`src/rtl/packet_reader_pkg.sv`:
```
// Shared constants and FSM state encoding for the packet memory reader.
// Latency: n/a (types only); backpressure: n/a.
package snn_pkg;
  localparam int ADDR_W    = 4;
  localparam int DATA_W    = 8;
  localparam int MEM_DEPTH = 16;

  typedef enum logic [1:0] {
    IDLE,
    FETCH,
    DRAIN
  } state_t;
endpackage

```
`src/rtl/packet_reader_if.sv`:
```
// Memory read port plus packet valid/ready stream between reader and its neighbours.
// Latency: n/a (wiring only); backpressure: pkt_ready from the consumer side.
interface packet_reader_if #(
  parameter int ADDR_W = snn_pkg::ADDR_W,
  parameter int DATA_W = snn_pkg::DATA_W
);
  logic [ADDR_W-1:0] mem_addr;
  logic [DATA_W-1:0] mem_data;
  logic [DATA_W-1:0] pkt_data;
  logic              pkt_valid;
  logic              pkt_ready;
  logic              pkt_last;

  modport master (
    output mem_addr, pkt_data, pkt_valid, pkt_last,
    input  mem_data, pkt_ready
  );

  modport slave (
    input  mem_addr, pkt_data, pkt_valid, pkt_last,
    output mem_data, pkt_ready
  );
endinterface

```
`src/rtl/packet_reader_fifo.sv`:
```
// Two-entry FIFO with combinational head; push and pop may coincide when full or empty.
// Latency: push visible at head the cycle after; backpressure: push ignored when full without pop.
module pkt_fifo2 #(
  parameter int W = 9
) (
  input  logic         clk,
  input  logic         rst_n,
  input  logic         flush,
  input  logic         push,
  input  logic [W-1:0] push_data,
  input  logic         pop,
  output logic [W-1:0] head,
  output logic [1:0]   count,
  output logic         full,
  output logic         empty
);
  logic [W-1:0] entry [2];
  logic         wr_ptr;
  logic         rd_ptr;
  logic         do_push;
  logic         do_pop;

  assign empty   = (count == 2'd0);
  assign full    = (count == 2'd2);
  assign do_pop  = pop & ~empty;
  // A full FIFO can still take a push if the head leaves in the same cycle.
  assign do_push = push & (~full | do_pop);
  assign head    = entry[rd_ptr];

  always_ff @(posedge clk or negedge rst_n) begin
    if (!rst_n) begin
      entry[0] <= '0;
      entry[1] <= '0;
      wr_ptr   <= 1'b0;
      rd_ptr   <= 1'b0;
      count    <= 2'd0;
    end else if (flush) begin
      wr_ptr <= 1'b0;
      rd_ptr <= 1'b0;
      count  <= 2'd0;
    end else begin
      if (do_push) begin
        entry[wr_ptr] <= push_data;
        wr_ptr        <= ~wr_ptr;
      end
      if (do_pop) begin
        rd_ptr <= ~rd_ptr;
      end
      count <= count + {1'b0, do_push} - {1'b0, do_pop};
    end
  end
endmodule

```
`src/rtl/packet_reader.sv`:
```
// Streams a run of packets from the packet memory to a valid/ready consumer, yielding to write_mode.
// Latency: first packet valid 2 edges after start; backpressure: credit-limited issue into a 2-entry FIFO.
module packet_reader #(
  parameter int ADDR_W     = 4,
  parameter int DATA_W     = 8,
  parameter int FIFO_DEPTH = 2
) (
  input  logic              clk,
  input  logic              rst_n,
  input  logic              write_mode,
  input  logic              start,
  input  logic              abort,
  input  logic [ADDR_W-1:0] base_addr,
  input  logic [ADDR_W:0]   count,
  output logic              busy,
  output logic              done,
  packet_reader_if.master   bus
);
  import snn_pkg::*;

  localparam logic [ADDR_W:0] MAX_COUNT = (ADDR_W+1)'(MEM_DEPTH);
  localparam logic [ADDR_W:0] ONE_COUNT = (ADDR_W+1)'(1);

  state_t            state;
  state_t            state_nxt;
  logic [ADDR_W-1:0] rd_ptr;
  logic [ADDR_W:0]   remaining;
  logic [ADDR_W:0]   count_clamped;
  logic              inflight;
  logic              inflight_last;
  logic [DATA_W:0]   fifo_head;
  logic [1:0]        fifo_count;
  logic              fifo_full;
  logic              fifo_empty;
  logic [2:0]        occupancy;
  logic [2:0]        credit_limit;
  logic              pop;
  logic              issue;
  logic              final_xfer;
  logic              launch;

  assign count_clamped = (count > MAX_COUNT) ? MAX_COUNT : count;
  assign pop           = bus.pkt_valid & bus.pkt_ready;
  assign launch        = (state == IDLE) & start & ~abort;

  // A slot must be free for the read returning next cycle, counting the pop happening now.
  assign occupancy    = {1'b0, fifo_count} + {2'b00, inflight};
  assign credit_limit = 3'(FIFO_DEPTH) + {2'b00, pop};
  assign issue = (state == FETCH) & ~write_mode & ~abort & (remaining != '0)
               & (fifo_full ? (pop & ~inflight) : (occupancy < credit_limit));

  assign final_xfer = (state == DRAIN) & pop & bus.pkt_last;

  always_comb begin
    state_nxt = state;
    case (state)
      IDLE:    if (start && count_clamped != '0) state_nxt = FETCH;
      FETCH:   if (issue && remaining == ONE_COUNT) state_nxt = DRAIN;
      DRAIN:   if (final_xfer) state_nxt = IDLE;
      default: state_nxt = IDLE;
    endcase
    if (abort) state_nxt = IDLE;
  end

  always_ff @(posedge clk or negedge rst_n) begin
    if (!rst_n) begin
      state         <= IDLE;
      rd_ptr        <= '0;
      remaining     <= '0;
      inflight      <= 1'b0;
      inflight_last <= 1'b0;
      done          <= 1'b0;
    end else begin
      state         <= state_nxt;
      inflight      <= issue;
      inflight_last <= issue & (remaining == ONE_COUNT);
      done          <= ~abort & ((launch & (count_clamped == '0)) | final_xfer);
      if (launch) begin
        rd_ptr    <= base_addr;
        remaining <= count_clamped;
      end else if (issue) begin
        rd_ptr    <= rd_ptr + ADDR_W'(1);
        remaining <= remaining - ONE_COUNT;
      end
    end
  end

  // Read data is pushed unconditionally; abort flushes it together with the FIFO contents.
  pkt_fifo2 #(.W(DATA_W + 1)) u_fifo (
    .clk       (clk),
    .rst_n     (rst_n),
    .flush     (abort),
    .push      (inflight),
    .push_data ({inflight_last, bus.mem_data}),
    .pop       (pop),
    .head      (fifo_head),
    .count     (fifo_count),
    .full      (fifo_full),
    .empty     (fifo_empty)
  );

  assign bus.mem_addr  = rd_ptr;
  assign bus.pkt_valid = ~fifo_empty;
  assign bus.pkt_data  = fifo_head[DATA_W-1:0];
  assign bus.pkt_last  = ~fifo_empty & fifo_head[DATA_W];
  assign busy          = (state != IDLE);
endmodule

```
`src/flat_wrapper.sv`:
```
// flat-port wrapper written by rule: the top's interface ports become plain ports
module packet_reader_flat import snn_pkg::*;
#(
  parameter int ADDR_W     = 4,
  parameter int DATA_W     = 8,
  parameter int FIFO_DEPTH = 2
)
  (clk, rst_n, write_mode, start, abort, base_addr, count, busy, done, bus_mem_addr, bus_pkt_data, bus_pkt_valid, bus_pkt_last, bus_mem_data, bus_pkt_ready);
  packet_reader_if #(.ADDR_W(ADDR_W), .DATA_W(DATA_W)) bus_i ();
  input  logic clk;
  input  logic rst_n;
  input  logic write_mode;
  input  logic start;
  input  logic abort;
  input  logic [ADDR_W-1:0] base_addr;
  input  logic [ADDR_W:0] count;
  output logic busy;
  output logic done;
  output wire logic [$bits(bus_i.mem_addr)-1:0] bus_mem_addr;
  output wire logic [$bits(bus_i.pkt_data)-1:0] bus_pkt_data;
  output wire logic [$bits(bus_i.pkt_valid)-1:0] bus_pkt_valid;
  output wire logic [$bits(bus_i.pkt_last)-1:0] bus_pkt_last;
  input wire logic [$bits(bus_i.mem_data)-1:0] bus_mem_data;
  input wire logic [$bits(bus_i.pkt_ready)-1:0] bus_pkt_ready;
  assign bus_mem_addr = bus_i.mem_addr;
  assign bus_pkt_data = bus_i.pkt_data;
  assign bus_pkt_valid = bus_i.pkt_valid;
  assign bus_pkt_last = bus_i.pkt_last;
  assign bus_i.mem_data = bus_mem_data;
  assign bus_i.pkt_ready = bus_pkt_ready;
  packet_reader #(.ADDR_W(ADDR_W), .DATA_W(DATA_W), .FIFO_DEPTH(FIFO_DEPTH)) u_core (.clk(clk), .rst_n(rst_n), .write_mode(write_mode), .start(start), .abort(abort), .base_addr(base_addr), .count(count), .busy(busy), .done(done), .bus(bus_i));
endmodule
```
`config.mk`:
```
export PLATFORM = sky130hd
export DESIGN_NAME = packet_reader_flat
export DESIGN_NICKNAME = d
export VERILOG_FILES = /design/src/rtl/packet_reader_pkg.sv /design/src/rtl/packet_reader_if.sv /design/src/rtl/packet_reader_fifo.sv /design/src/rtl/packet_reader.sv /design/src/flat_wrapper.sv
export SDC_FILE = /design/constraint.sdc
export NUM_CORES = 1
export LEC_CHECK = 0
export ABC_AREA = 1
export BUFFER_PORTS_ARGS = -buffer_cell sky130_fd_sc_hd__clkbuf_2
export CORE_ASPECT_RATIO = 0.6
export CORE_MARGIN = 1
export CORE_UTILIZATION = 59
export CTS_CLUSTER_DIAMETER = 60
export DETAILED_ROUTE_END_ITERATION = 10
export PLACE_DENSITY = 0.84
export SLEW_MARGIN = 20
export SYNTH_ARGS = -nofsm -noshare
export SYNTH_HDL_FRONTEND = slang
export SYNTH_SLANG_ARGS = --single-unit
```
`constraint.sdc`:
```
create_clock -name clk -period 2.6 [get_ports clk]
set_clock_uncertainty 0.15 [all_clocks]
set_input_delay 0.39 -clock clk [delete_from_list [all_inputs] [get_ports clk]]
set_output_delay 0.39 -clock clk [all_outputs]
set_load 0.01 [all_outputs]
```
* After elaboration in Yosys (flattened, before gate mapping)
Index checks and enable logic that the tools add are counted.
Operators by class: muxes and demuxes 22, bitwise gates (word level) 27, reduce and logical (&&, ||, !) cells 14, eq/ne operators 7, $lt $le $gt $ge 5, add/subtract/negate cells 6
Operators by type and width (count):
- 2-to-1 mux 9 bit | 4
- bitwise mux 18 bit | 1
- AND 1 bit | 16
- 2-to-1 mux 5 bit | 3
- 2-to-1 mux 2 bit | 5
- nonzero test 5 bit | 2
- demux 9 bit (select 1 bit) | 1
- 2-to-1 mux 4 bit | 2
- nonzero test 2 bit | 4
- NOT 1 bit | 7
- != test 3 bit, second input constant | 2
- one-hot mux 2 bit (3 select lines) | 1
- == test 5 x 1 -> 1 bit, second input constant | 1
- greater-than comparator 5 bit, second input constant | 1
- zero test 5 bit | 1
- 2-to-1 mux 1 bit | 5
- subtractor 5 x 1 -> 5 bit, second input constant | 1
- adder 4 x 1 -> 4 bit, second input constant | 1
- == test 2 bit, second input constant | 2
- greater-or-equal comparator 2 bit, second input constant | 2
- zero test 2 bit | 2
- NOT 1 -> 2 bit | 2
- adder 2 x 1 -> 3 bit | 1
- adder 2 x 1 -> 3 bit, first input constant | 1
- 10 further kinds | 13
Storage, ports and cells: logic and storage cells 92, output and inout port bits 16, register bits 36, input port bits 23

* Logic depth before layout (Yosys ltp)
Gate-level depths: netlist (run 1).
depth after elaboration 11, depth in mapped cells 10, gate-level depth less buffers 10

* Modules after synthesis
A second synthesis (run 1) with hierarchy kept.
Unflattened totals: cell total of the unflattened synthesis 282, area, all modules 2147.1 um^2
By module, submodules not included:
- pkt_fifo2 | area an instance 1144.8 um^2, sequential area each 550.5 um^2, cells each 146, times used 1
- packet_reader | area an instance 1002.2 um^2, sequential area each 350.3 um^2, cells each 136, times used 1

* Worst setup path before layout (run 1)
Ideal clock, no wire load.
path kind flip-flop to flip-flop, from register u_core.u_fifo.count[1], to register u_core.u_fifo.count[1], clock period less this slack 1.654 ns, slack 0.946 ns, buffers on the path 0, cell stages (with the launch flop) 10, library setup time 0.118 ns, data required time 2.332 ns, arrival time 1.385 ns, cell sequence dfrtp_1 > inv_2 > nand2_1 > nand2_1 > inv_1 > ha_1 > inv_1 > ha_1 > xor2_1 > nor2_1
On the way: word-level cells in the longest chain between the ends 9, elaborated cells between the ends (all ways) 11, classes of those cells add/sub (2); eq/ne (1); mux (1); bitwise (6); reduce/logical (1)
Ends and longest elaborated chain:
- from (decl) | line packet_reader_fifo.sv:13 | output logic [1:0] count,
- from (signal assigned) | line packet_reader_fifo.sv:49 | count <= count + {1'b0, do_push} - {1'b0, do_pop};
- zero test 2 bit * | line packet_reader_fifo.sv:23 | assign empty = (count == 2'd0);
- NOT 1 bit * | line packet_reader.sv:103 | assign bus.pkt_valid = ~fifo_empty;
- named net bus_pkt_valid | line flat_wrapper.sv:21 | output wire logic [$bits(bus_i.pkt_valid)-1:0] bus_pkt_valid;
- AND 1 bit | line packet_reader.sv:43 | assign pop = bus.pkt_valid & bus.pkt_ready;
- AND 1 bit * | line packet_reader_fifo.sv:25 | assign do_pop = pop & ~empty;
- OR 1 bit | line packet_reader_fifo.sv:27 | assign do_push = push & (~full | do_pop);
- AND 1 bit | line packet_reader_fifo.sv:27
- adder 2 x 1 -> 2 bit | line packet_reader_fifo.sv:49
- subtractor 2 x 1 -> 2 bit * | line packet_reader_fifo.sv:49
- 2-to-1 mux 2 bit * | line packet_reader_fifo.sv:37 | end else if (flush) begin
The timed path passes the listed nets; every way through them passes the cells marked *. A chain may end at the register's enable or synchronous reset.

* Final worst setup path (run 1)
from register u_core.u_fifo.rd_ptr, to output port bus_pkt_last
On the way: word-level cells in the longest chain between the ends 5
Ends and longest elaborated chain:
- from (decl) | line packet_reader_fifo.sv:19 | logic rd_ptr;
- from (signal assigned) | line packet_reader_fifo.sv:47 | rd_ptr <= ~rd_ptr;
- NOT 1 -> 2 bit (not written as such) | line packet_reader_fifo.sv:28 | assign head = entry[rd_ptr];
- 2-to-1 mux 9 bit (not written as such) (3 in series) | line packet_reader_fifo.sv:28
- AND 1 bit | line packet_reader.sv:105 | assign bus.pkt_last = ~fifo_empty & fifo_head[DATA_W];
- to (decl) | line flat_wrapper.sv:22 | output wire logic [$bits(bus_i.pkt_last)-1:0] bus_pkt_last;
Every way passes these cells. The select of a mux whose other input is x is not followed.

==> results of run 1 <==
-- stage by stage --
stage               instances  cell area [µm²]  utilization [%]
floorplan                 257             2050                -
CTS                       341             2330             71.0
detailed placement        333             2240             68.3
finish                    341             2330             71.0
global route              341             2330             71.0
global placement          333             2240             68.3
-- per-layer routing --
metal | vias up | part of all wire (%) | routed length, µm
met5 | - | 0 | 0
met4 | 0 | 0.82 | 34
met3 | 7 | 6.1 | 256
met2 | 59 | 42 | 1730
met1 | 820 | 51 | 2150
li1 | 886 | - | -
-- Yosys cell counts --
library cell	count	area, µm²
a21oi_1	3	15.0
a31o_2	1	8.76
a31oi_1	1	6.26
buf_2	2	10.0
buf_4	4	30.0
buf_6	1	11.3
dfrtp_1	36	901
ha_1	8	100
inv_1	27	101
inv_2	6	22.5
inv_4	1	6.26
nand2_1	90	338
nand2_2	5	31.3
nand3_1	12	60.1
nand3_2	9	90.1
nand3_4	3	52.6
nand4_1	1	6.26
nor2_1	9	33.8
nor2_2	2	12.5
nor2_4	2	22.5
nor3_1	1	5.00
o21ai_0	4	20.0
o21ai_1	23	115
or2_1	1	6.26
or2_2	1	6.26
xnor2_1	2	17.5
xor2_1	2	17.5
-- worst min path at each step --
stage	end	cells after the start	from
2_1_floorplan	u_core.bus.mem_addr[0]$_DFFE_PN0P_	0	rst_n
6_report	u_core.bus.mem_addr[1]$_DFFE_PN0P_	1	rst_n
3_3_place_gp	u_core.u_fifo.entry[3]$_DFFE_PN0P_	2	u_core.u_fifo.entry[3]$_DFFE_PN0P_
5_1_grt	u_core.bus.mem_addr[3]$_DFFE_PN0P_	1	rst_n
4_1_cts	u_core.u_fifo.count[1]$_DFF_PN0_	1	rst_n
3_5_place_dp	u_core.u_fifo.entry[1]$_DFFE_PN0P_	2	u_core.u_fifo.entry[1]$_DFFE_PN0P_
-- final cells by class --
class | instances | area [µm²] | area share, %
Clock buffer | 8 | 90.1 | 3.86
Inverter | 34 | 130 | 5.58
Multi-Input combinational cell | 180 | 965 | 41.4
Sequential cell | 36 | 901 | 38.6
Tap cell | 45 | 56.3 | 2.41
Timing Repair Buffer | 38 | 190 | 8.15
-- cells by family (layout without fill, tap and decap cells) --
kind of cell | count (synthesis) | after routing
simple gates | 136 | 136
buf+inv | 41 | 80
flops | 36 | 36
compound gates | 32 | 32
fa+ha+maj | 8 | 8
xor+xnor | 4 | 4
-- power breakdown --
group	total (mW)	switching, mW	internal, mW
sequential	0.920	0.182	0.738
clock	0.412	0.196	0.216
combinational	0.888	0.519	0.369
-- sequential cells by signal, summed over array words and instances (netlist names) --
register and flops:
u_core.bus.mem_addr 4, u_core.done 1, u_core.inflight 1, u_core.inflight_last 1, u_core.remaining 5, u_core.state 2
u_core.u_fifo.count 2, u_core.u_fifo.entry 18, u_core.u_fifo.rd_ptr 1, u_core.u_fifo.wr_ptr 1
-- cell usage in the layout (no fill, tap or decap), drive strengths merged --
cell,instances
nand2,95
inv,34
dfrtp,36
nand3,24
nor2,13
nor3,1
a31o,1
a31oi,1
nand4,1
o21ai,27
ha,8
xnor2,2
a21oi,3
or2,2
clkbuf,46
xor2,2
-- critical path, cell delays in order, from the launching register on --
cell      delay [ns]
dfrtp_1         0.52
inv_2           0.23
nand2_1         0.09
nand2_1         0.07
nand2_1         0.05
inv_1           0.10
clkbuf_2        0.15
==> flow_metrics.py, run 1 <==
metrics = {
    "power_and_ir_drop": {
        "p_per_area_nw_per_um2": 952,
        "p_leak_nw": 1.31,
        "finalPower_mw": 2.22,
        "ir_worst_vdd_mv": 0.578,
    },
    "synth": {
        "synth-adder-area-share_pct": 4.89,
        "synth_top_family_by_area": "simple AND/OR/NAND/NOR gates",
        "synth_simple_gate_area_share_pct": 32.5,
        "postSynthCellCount": 257,
        "syn_area_um2": 2050,
        "ys_seq_area_share_pct": 44.0,
        "synth-xor-area-share_pct": 1.71,
        "synthMuxAreaShare_pct": 0,
        "synth_seq_cells": 36,
        "syn_nets": 288,
        "postSynthAreaPerCell_um2": 7.96,
        "yosys_warnings": 0,
        "ys_types": 27,
        "synth_compound_area_share_pct": 8.07,
    },
    "critical_path": {
        "crit_type": "reg -> out",
        "endpoint": "bus_pkt_last",
        "reg2reg_slack_ns": 0.61,
        "arrival_ns": 1.49,
        "crit_fanout": 11,
        "r2r_cells": 9,
        "crit_path_end_kind": "primary output",
        "worstReg2RegStart": "u_core.u_fifo.count[0]$_DFF_PN0_",
        "critPathRequiredTime_ns": 2.06,
        "r2r_end": "u_core.remaining[2]$_DFFE_PN0P_",
        "cp-startpoint": "u_core.u_fifo.rd_ptr$_DFFE_PN0P_",
        "cp-start-kind": "register",
    },
    "clock_network": {
        "cts-hold-fix-buffers": 0,
        "cts.reportedPaths.clkPinSlew_ns": 0.07,
        "clock_tree.root_cell": "clkbuf_8",
        "clock_latency_ns": 0.29,
        "cts_buffer_depth": 2,
        "cts.htree.levels": 2,
        "post_cts_resized": 0,
        "cts_tree": "built",
        "cts_sinks": 36,
        "cts_setup_buffers": 0,
        "cts_buffers": 5,
    },
    "floorplan": {
        "ioPinCount": 39,
        "start_util_pct": 62.3,
        "die_w_um": 78.0,
        "dieArea_um2": 3720,
        "chipHeight_um": 47.6,
        "core_um2": 3280,
        "rows": 16,
    },
    "timing": {
        "timing.slew.headroom_pct": 42.4,
        "fin_crit_ns": 2.03,
        "tightest_slew_ns": 0.864,
        "timing.fmax_mhz": 492,
        "setup_ws_ns": 0.568,
        "setup-tns-final_ns": 0,
        "fin_crit_sh_pct": 78.1,
        "maxSlewViolCount": 0,
        "setup_violations": 0,
        "hold_viol": 0,
        "grt_setup_unrepaired": "false",
        "hold_ws_ns": 0.0547,
    },
    "placement": {
        "gp_congestion": 0.878,
        "dp_hpwl_mm": 3.06,
        "port_buffers": 38,
        "post-place-ws_ns": 0.637,
    },
    "global_routing": {
        "grt_max_degree": 37,
        "grt.met2_usage_pct": 36.5,
        "grt_use_total_pct": 25.8,
        "use_met1_pct": 38.8,
        "use_met3_pct": 6.48,
        "antenna_found_initial": 0,
        "grt_overflow": 0,
        "busiest_layer": "met1",
        "grt_pass1_vias": 1489,
        "grt_first_pass_wirelength_mm": 7.00,
    },
    "outcome": {
        "status": "finished clean",
    },
    "cells_and_area": {
        "layout-drive-gt1-share_pct": 25.0,
        "fill_cells": 264,
        "area_delta_synth_final_pct": 13.9,
        "nets": 326,
        "n_antenna_cell": 0,
    },
    "route": {
        "drc": 0,
        "drt_iter0_drc": 126,
        "drtAntennaViolNets": 0,
        "drt-total-wl_mm": 4.17,
        "drt_pass1_iterations": 4,
        "wl_per_cell_um": 12.2,
        "dr_total_vias": 1772,
        "vias_per_cell": 5.20,
    },
    "worst_hold_path": {
        "hp-class": "in -> async",
    },
    "job": {
        "drv_cap": 0,
    },
}
No activity file was read; power rests on OpenSTA's default activity.
==> inputs of run 2 (changes only) <==
- CORE_UTILIZATION: 59 -> 50
- PLACE_DENSITY: 0.84 -> 0.76
- clock period: 2.6 -> 1.7 ns (I/O delays scaled with it)
==> run 2 against run 1 <==
Largest power group is now combinational logic. Hold slack improved by 0.0028 ns. Setup slack got worse by 0.56 ns. Total power increased by 63%. Cell count increased by 6.2%. Via count increased by 0.73%. Register-to-register slack got worse by 0.61 ns. Die area increased by 17%. Utilization decreased by 2.1 points. Sequential power increased by 47%.
==> flow_metrics.py, run 2 (same netlist as run 1, synthesis figures left out) <==
metrics = {
    "outcome": {
        "status": "finished clean",
    },
    "worst_hold_path": {
        "hp-class": "in -> reg",
        "hold_start": "bus_mem_data[6]",
    },
    "critical_path": {
        "reg2reg_slack_ns": 0.005,
        "crit_path_end_kind": "register",
        "endpoint": "u_core.remaining[1]$_DFFE_PN0P_",
        "crit_type": "reg -> reg",
        "worstReg2RegStart": "u_core.u_fifo.count[0]$_DFF_PN0_",
        "crit_fanout": 9,
        "r2r_cells": 9,
        "r2r_end": "u_core.remaining[1]$_DFFE_PN0P_",
        "cp-startpoint": "u_core.u_fifo.count[0]$_DFF_PN0_",
        "critPathRequiredTime_ns": 1.72,
        "cp-start-kind": "register",
        "arrival_ns": 1.72,
    },
    "timing": {
        "setup-tns-final_ns": 0,
        "tightest_slew_ns": 0.452,
        "grt_setup_unrepaired": "true",
        "setup_ws_ns": 0.00460,
        "timing.slew.headroom_pct": 69.9,
        "fin_crit_ns": 1.70,
        "hold_viol": 0,
        "maxSlewViolCount": 0,
        "timing.fmax_mhz": 590,
        "setup_violations": 0,
        "fin_crit_sh_pct": 99.7,
    },
    "route": {
        "dr_total_vias": 1785,
        "drc": 0,
        "vias_per_cell": 4.93,
        "drt-total-wl_mm": 4.51,
        "drtAntennaViolNets": 0,
        "drt_iter0_drc": 91,
        "drt_pass1_iterations": 6,
        "wl_per_cell_um": 12.4,
    },
    "cells_and_area": {
        "fill_cells": 314,
        "regMostFlops": "u_core.u_fifo.entry",
        "largest_reg_flops": 18,
        "stdcell_area_um2": 2610,
        "final-seq-area_um2": 902,
        "nets": 346,
        "layout_common_cells": "nand2_1, clkbuf_2, dfrtp_1",
        "area_delta_synth_final_pct": 27.5,
        "fin_util_pct": 68.9,
        "layout-drive-gt1-share_pct": 35.9,
        "final_common_cell": "nand2_1",
        "multiInputGateArea_um2": 1080,
        "n_antenna_cell": 0,
    },
    "global_routing": {
        "grt_overflow": 0,
        "grt_pass1_vias": 1551,
        "grt_first_pass_wirelength_mm": 7.12,
        "grt_use_total_pct": 21.2,
        "antenna_found_initial": 0,
        "grt_max_degree": 37,
    },
    "placement": {
        "dpl_cell_area_um2": 2360,
        "post-place-ws_ns": -0.0222,
        "dp_hpwl_mm": 3.06,
        "gp_congestion": 0.954,
        "port_buffers": 38,
    },
    "clock_network": {
        "clock_tree.root_cell": "clkbuf_8",
        "cts_tree": "built",
        "cts_buffers": 5,
        "clock_latency_ns": 0.28,
        "cts.reportedPaths.clkPinSlew_ns": 0.07,
        "cts_sinks": 36,
        "cts_buffer_depth": 2,
        "cts.htree.levels": 2,
    },
    "floorplan": {
        "rows": 17,
        "chipHeight_um": 51.6,
        "dieArea_um2": 4360,
        "start_util_pct": 54.1,
        "ioPinCount": 39,
        "die_w_um": 84.6,
        "core_um2": 3790,
    },
    "job": {
        "drv_cap": 0,
    },
    "power_and_ir_drop": {
        "p_leak_nw": 1.41,
        "clkPwrFrac_pct": 15.5,
        "ir_worst_vdd_mv": 0.614,
        "p_seq_share_pct": 37.3,
        "switchingPower_mw": 1.45,
        "intPower_mw": 2.17,
        "p_sw_share_pct": 40.1,
        "p_per_area_nw_per_um2": 1390,
        "p_comb_share_pct": 47.3,
    },
}
==> run 2: metal layers <==
metal  share of wire [%]  wire (µm)  vias up  track usage [%]
li1                    -          -      925                -
met4                0.60         27        0             4.24
met3                 4.5        203        4             7.62
met1                  52       2330      813             31.7
met2                  43       1950       43             29.5
met5                   0          0        -                0
==> run 2: what timing repair did <==
item / in CTS / in global routing
hold buffers: 1 / 0
buffers inserted: 2 / 2
resized for setup: 2 / 32
pin swaps: 0 / 21
setup endpoints to repair: 10 / 24
endpoints found under the hold margin: 36 / 0
==> run 2: critical path, cell delays in order, from the launching register on <==
cell and delay [ns]:
dfrtp_2 0.47, ha_4 0.19, ha_4 0.26, nand2_2 0.04, nand2_2 0.06, nand2_2 0.07, nand2_4 0.11, nand2_8 0.09
nand2_1 0.09, nand2_2 0.05
==> run 2: power by group through the flow <==
| stage | Clock, mW | Sequential [mW] | Combinational [mW] |
|---|---|---|---|
| 2_1_floorplan | 0 | 1.35 | 1.01 |
| 3_3_place_gp | 0 | 1.34 | 1.51 |
| 3_5_place_dp | 0 | 1.34 | 1.53 |
| 4_1_cts | 0.578 | 1.33 | 1.56 |
| 5_1_grt | 0.622 | 1.39 | 1.92 |
| 6_report | 0.560 | 1.35 | 1.71 |
==> run 2: final cells by class <==
class | count | share of cell area (%)
Clock buffer | 6 | 2.78
Tap cell | 47 | 2.25
Multi-Input combinational cell | 180 | 41.4
Timing Repair Buffer | 58 | 13.7
Inverter | 34 | 5.08
Sequential cell | 36 | 34.6
Clock inverter | 1 | 0.192
==> run 2: how the worst min path moves through the flow <==
stage	depth (start not counted)	end	slack [ns]
after floorplan	0	u_core.bus.mem_addr[0]$_DFFE_PN0P_	-0.19
after global placement	2	u_core.u_fifo.entry[14]$_DFFE_PN0P_	0.17
after detailed placement	2	u_core.u_fifo.entry[14]$_DFFE_PN0P_	0.17
after CTS	3	u_core.u_fifo.entry[13]$_DFFE_PN0P_	0.05
after global routing	3	u_core.u_fifo.entry[14]$_DFFE_PN0P_	0.07
final	3	u_core.u_fifo.entry[15]$_DFFE_PN0P_	0.06
==> run 2: per-stage QoR <==
| step | total power [mW] | hold WS, ns | std cells |
|---|---|---|---|
| 3_3_place_gp | 2.84 | 0.172 | 350 |
| 2_1_floorplan | 2.35 | -0.191 | 257 |
| 6_report | 3.62 | 0.0575 | 362 |
| 5_1_grt | 3.93 | 0.0722 | 362 |
| 3_5_place_dp | 2.88 | 0.172 | 350 |
| 4_1_cts | 3.47 | 0.0497 | 360 |
==> inputs of run 3 (changes only) <==
- ABC_AREA: 1 -> not set
- CORE_UTILIZATION: 50 -> 48
- PLACE_DENSITY: 0.76 -> 0.74
- SLEW_MARGIN: 20 -> 10
==> run 3 against run 2 <==
The run now ends with negative setup slack left. Fmax down 21%. Die area decreased by 5.6%. First-iteration DRC count shrank 4.4%. Critical path depth fell by 2. Synthesized area down 9.6%. Setup slack worse by 0.46 ns. Wire length increased by 16%. Count of clock-buffer cells in the layout stayed put. Clock power is 5.9% higher. Critical endpoint is now u_core.bus.mem_addr[1]$_DFFE_PN0P_.
==> flow_metrics.py, run 3 <==
metrics = {
    "outcome": {
        "status": "finished, violations left",
        "failed_checks": "negative setup slack",
    },
    "synth": {
        "ys_top_cells_by_area": "dfrtp_1, mux2_2, ha_1, nor2_1, xnor2_1",
        "postSynthCellCount": 161,
        "ys_async_sr_fraction_pct": 100,
        "syn_nets": 192,
        "synth_seq_cells": 36,
        "synth_most_common_cell": "dfrtp_1",
        "postSynthAreaPerCell_um2": 11.5,
        "syn_area_um2": 1850,
        "ys_seq_area_share_pct": 48.7,
        "synth_top_area_cell": "dfrtp_1",
        "ys_types": 40,
        "synth_common_cells": "dfrtp_1, mux2_2, nor2_1",
        "synth_top_area_share_pct": 48.7,
        "synthFlopType": "dfrtp_1",
        "yosys_warnings": 0,
        "synth_edf_count": 0,
    },
    "timing": {
        "timing.fmax_mhz": 465,
        "grt_setup_unrepaired": "true",
        "hold_ws_ns": 0.0156,
        "fin_crit_ns": 2.15,
        "setup_violations": 39,
        "setup-tns-final_ns": -5.50,
        "setup_ws_ns": -0.451,
        "timing.slew.headroom_pct": 63.6,
        "hold_viol": 0,
        "maxSlewViolCount": 0,
        "tightest_slew_ns": 0.546,
        "fin_crit_sh_pct": 127,
    },
    "floorplan": {
        "rows": 17,
        "core_um2": 3680,
        "start_util_pct": 50.3,
        "die_w_um": 82.2,
        "dieArea_um2": 4120,
        "ioPinCount": 39,
        "chipHeight_um": 50.1,
    },
    "critical_path": {
        "crit_path_end_kind": "register",
        "crit_fanout": 5,
        "reg2reg_slack_ns": -0.45,
        "r2r_end": "u_core.bus.mem_addr[1]$_DFFE_PN0P_",
        "arrival_ns": 2.18,
        "worstReg2RegStart": "u_core.inflight$_DFF_PN0_",
        "r2r_cells": 7,
        "cp-start-kind": "register",
        "critPathRequiredTime_ns": 1.73,
        "crit_type": "reg -> reg",
    },
    "cells_and_area": {
        "regMostFlops": "u_core.u_fifo.entry",
        "layout-drive-gt1-share_pct": 59.9,
        "area_delta_synth_final_pct": 53.6,
        "multiInputGateArea_um2": 1190,
        "final-seq-area_um2": 902,
        "fin_util_pct": 77.3,
        "n_antenna_cell": 0,
        "final_common_cell": "dfrtp_1",
        "largest_reg_flops": 18,
        "nets": 273,
        "fill_cells": 217,
        "layout_common_cells": "dfrtp_1, clkbuf_2, buf_4",
    },
    "route": {
        "drt_pass1_iterations": 4,
        "drt-total-wl_mm": 5.25,
        "drc": 0,
        "vias_per_cell": 5.52,
        "drtAntennaViolNets": 0,
        "drt_iter0_drc": 87,
        "wl_per_cell_um": 18.1,
        "dr_total_vias": 1594,
    },
    "power_and_ir_drop": {
        "p_seq_share_pct": 33.7,
        "p_per_area_nw_per_um2": 1320,
        "ir_worst_vdd_mv": 0.834,
        "p_comb_share_pct": 50.4,
        "intPower_mw": 2.47,
        "p_sw_share_pct": 34.0,
        "switchingPower_mw": 1.27,
        "clkPwrFrac_pct": 15.9,
        "p_leak_nw": 1.36,
    },
    "worst_hold_path": {
        "min_to": "u_core.bus.mem_addr[0]$_DFFE_PN0P_",
        "hold_start": "base_addr[0]",
        "min_path_cells": 3,
        "hp-class": "in -> reg",
    },
    "placement": {
        "port_buffers": 38,
        "dp_hpwl_mm": 3.43,
        "post-place-ws_ns": -0.496,
        "gp_congestion": 0.898,
    },
    "global_routing": {
        "grt_use_total_pct": 29.2,
        "grt_first_pass_wirelength_mm": 8.40,
        "antenna_found_initial": 0,
        "grt_max_degree": 23,
        "grt_pass1_vias": 1662,
        "grt_overflow": 0,
    },
    "clock_network": {
        "clock_latency_ns": 0.30,
        "cts.htree.levels": 2,
        "cts_buffer_depth": 2,
        "cts.reportedPaths.clkPinSlew_ns": 0.07,
        "clock_tree.root_cell": "clkbuf_8",
        "cts_buffers": 5,
        "cts_tree": "built",
        "cts_sinks": 36,
    },
    "job": {
        "drv_cap": 0,
    },
}
[run 3: worst max-delay path by stage]
stage	to	cells after the start	from	slack (ns)
floorplan	u_core.bus.mem_addr[3]$_DFFE_PN0P_	7	u_core.u_fifo.count[0]$_DFF_PN0_	-0.32
finish	u_core.bus.mem_addr[1]$_DFFE_PN0P_	7	u_core.inflight$_DFF_PN0_	-0.45
CTS	u_core.bus.mem_addr[1]$_DFFE_PN0P_	7	u_core.inflight$_DFF_PN0_	-0.40
detailed placement	u_core.bus.mem_addr[3]$_DFFE_PN0P_	7	u_core.inflight$_DFF_PN0_	-0.50
global route	u_core.bus.mem_addr[1]$_DFFE_PN0P_	7	u_core.inflight$_DFF_PN0_	-0.57
global placement	u_core.bus.mem_addr[2]$_DFFE_PN0P_	7	u_core.inflight$_DFF_PN0_	-0.41
[run 3: kinds of logic after synthesis]
group | synth area share [%]
and+or+nand+nor | 16.5
muxes | 17.4
AOI/OAI and AO/OA | 6.42
DFF | 48.7
xor gates and xnor gates | 3.31
buffers and inverters | 2.23
adders and majority gates | 5.41
[run 3: power groups by stage]
stage	Sequential, mW	Combinational (mW)	Clock, mW
2_1_floorplan	1.23	0.718	0
3_3_place_gp	1.21	1.23	0
3_5_place_dp	1.24	1.29	0
4_1_cts	1.24	1.60	0.591
5_1_grt	1.28	2.02	0.641
6_report	1.26	1.89	0.593
[run 3: critical path, stage by stage, from the launching register on]
cell and delay, ns:
dfrtp_1 0.41, ha_2 0.21, ha_4 0.16, nor4bb_4 0.32, nor3_4 0.09, nor3_4 0.30
mux2i_1 0.29, a21oi_1 0.10
[run 3: per-stage QoR]
step	instances	power [mW]	cell area [µm²]
floorplan	161	1.95	1900
global placement	270	2.44	2350
detailed placement	270	2.53	2350
CTS	288	3.43	2700
global route	289	3.94	2840
finish	289	3.74	2840
[run 3: per-layer routing]
| metal | track usage, % | up-vias | part of all wire (%) |
|---|---|---|---|
| li1 | - | 737 | - |
| met1 | 38.6 | 776 | 42 |
| met2 | 44.9 | 68 | 48 |
| met3 | 9.81 | 13 | 8.9 |
| met4 | 9.65 | 0 | 2.0 |
| met5 | 0 | - | 0 |
[run 3: final cells by class]
class                           count  share of cell area [%]
Sequential cell                    36                    31.7
Clock buffer                        6                    2.55
Multi-Input combinational cell    115                    41.8
Tap cell                           47                    2.07
Clock inverter                      1                   0.176
Inverter                            7                   0.924
Timing Repair Buffer               77                    20.7
[run 3: timing repair]
action,in CTS,in global routing
resized for setup,40,37
hold buffers,1,0
pin swaps,15,5
gates cloned,2,0
buffers inserted,8,3
hold endpoints to repair,20,0
endpoints found under the setup margin,43,45
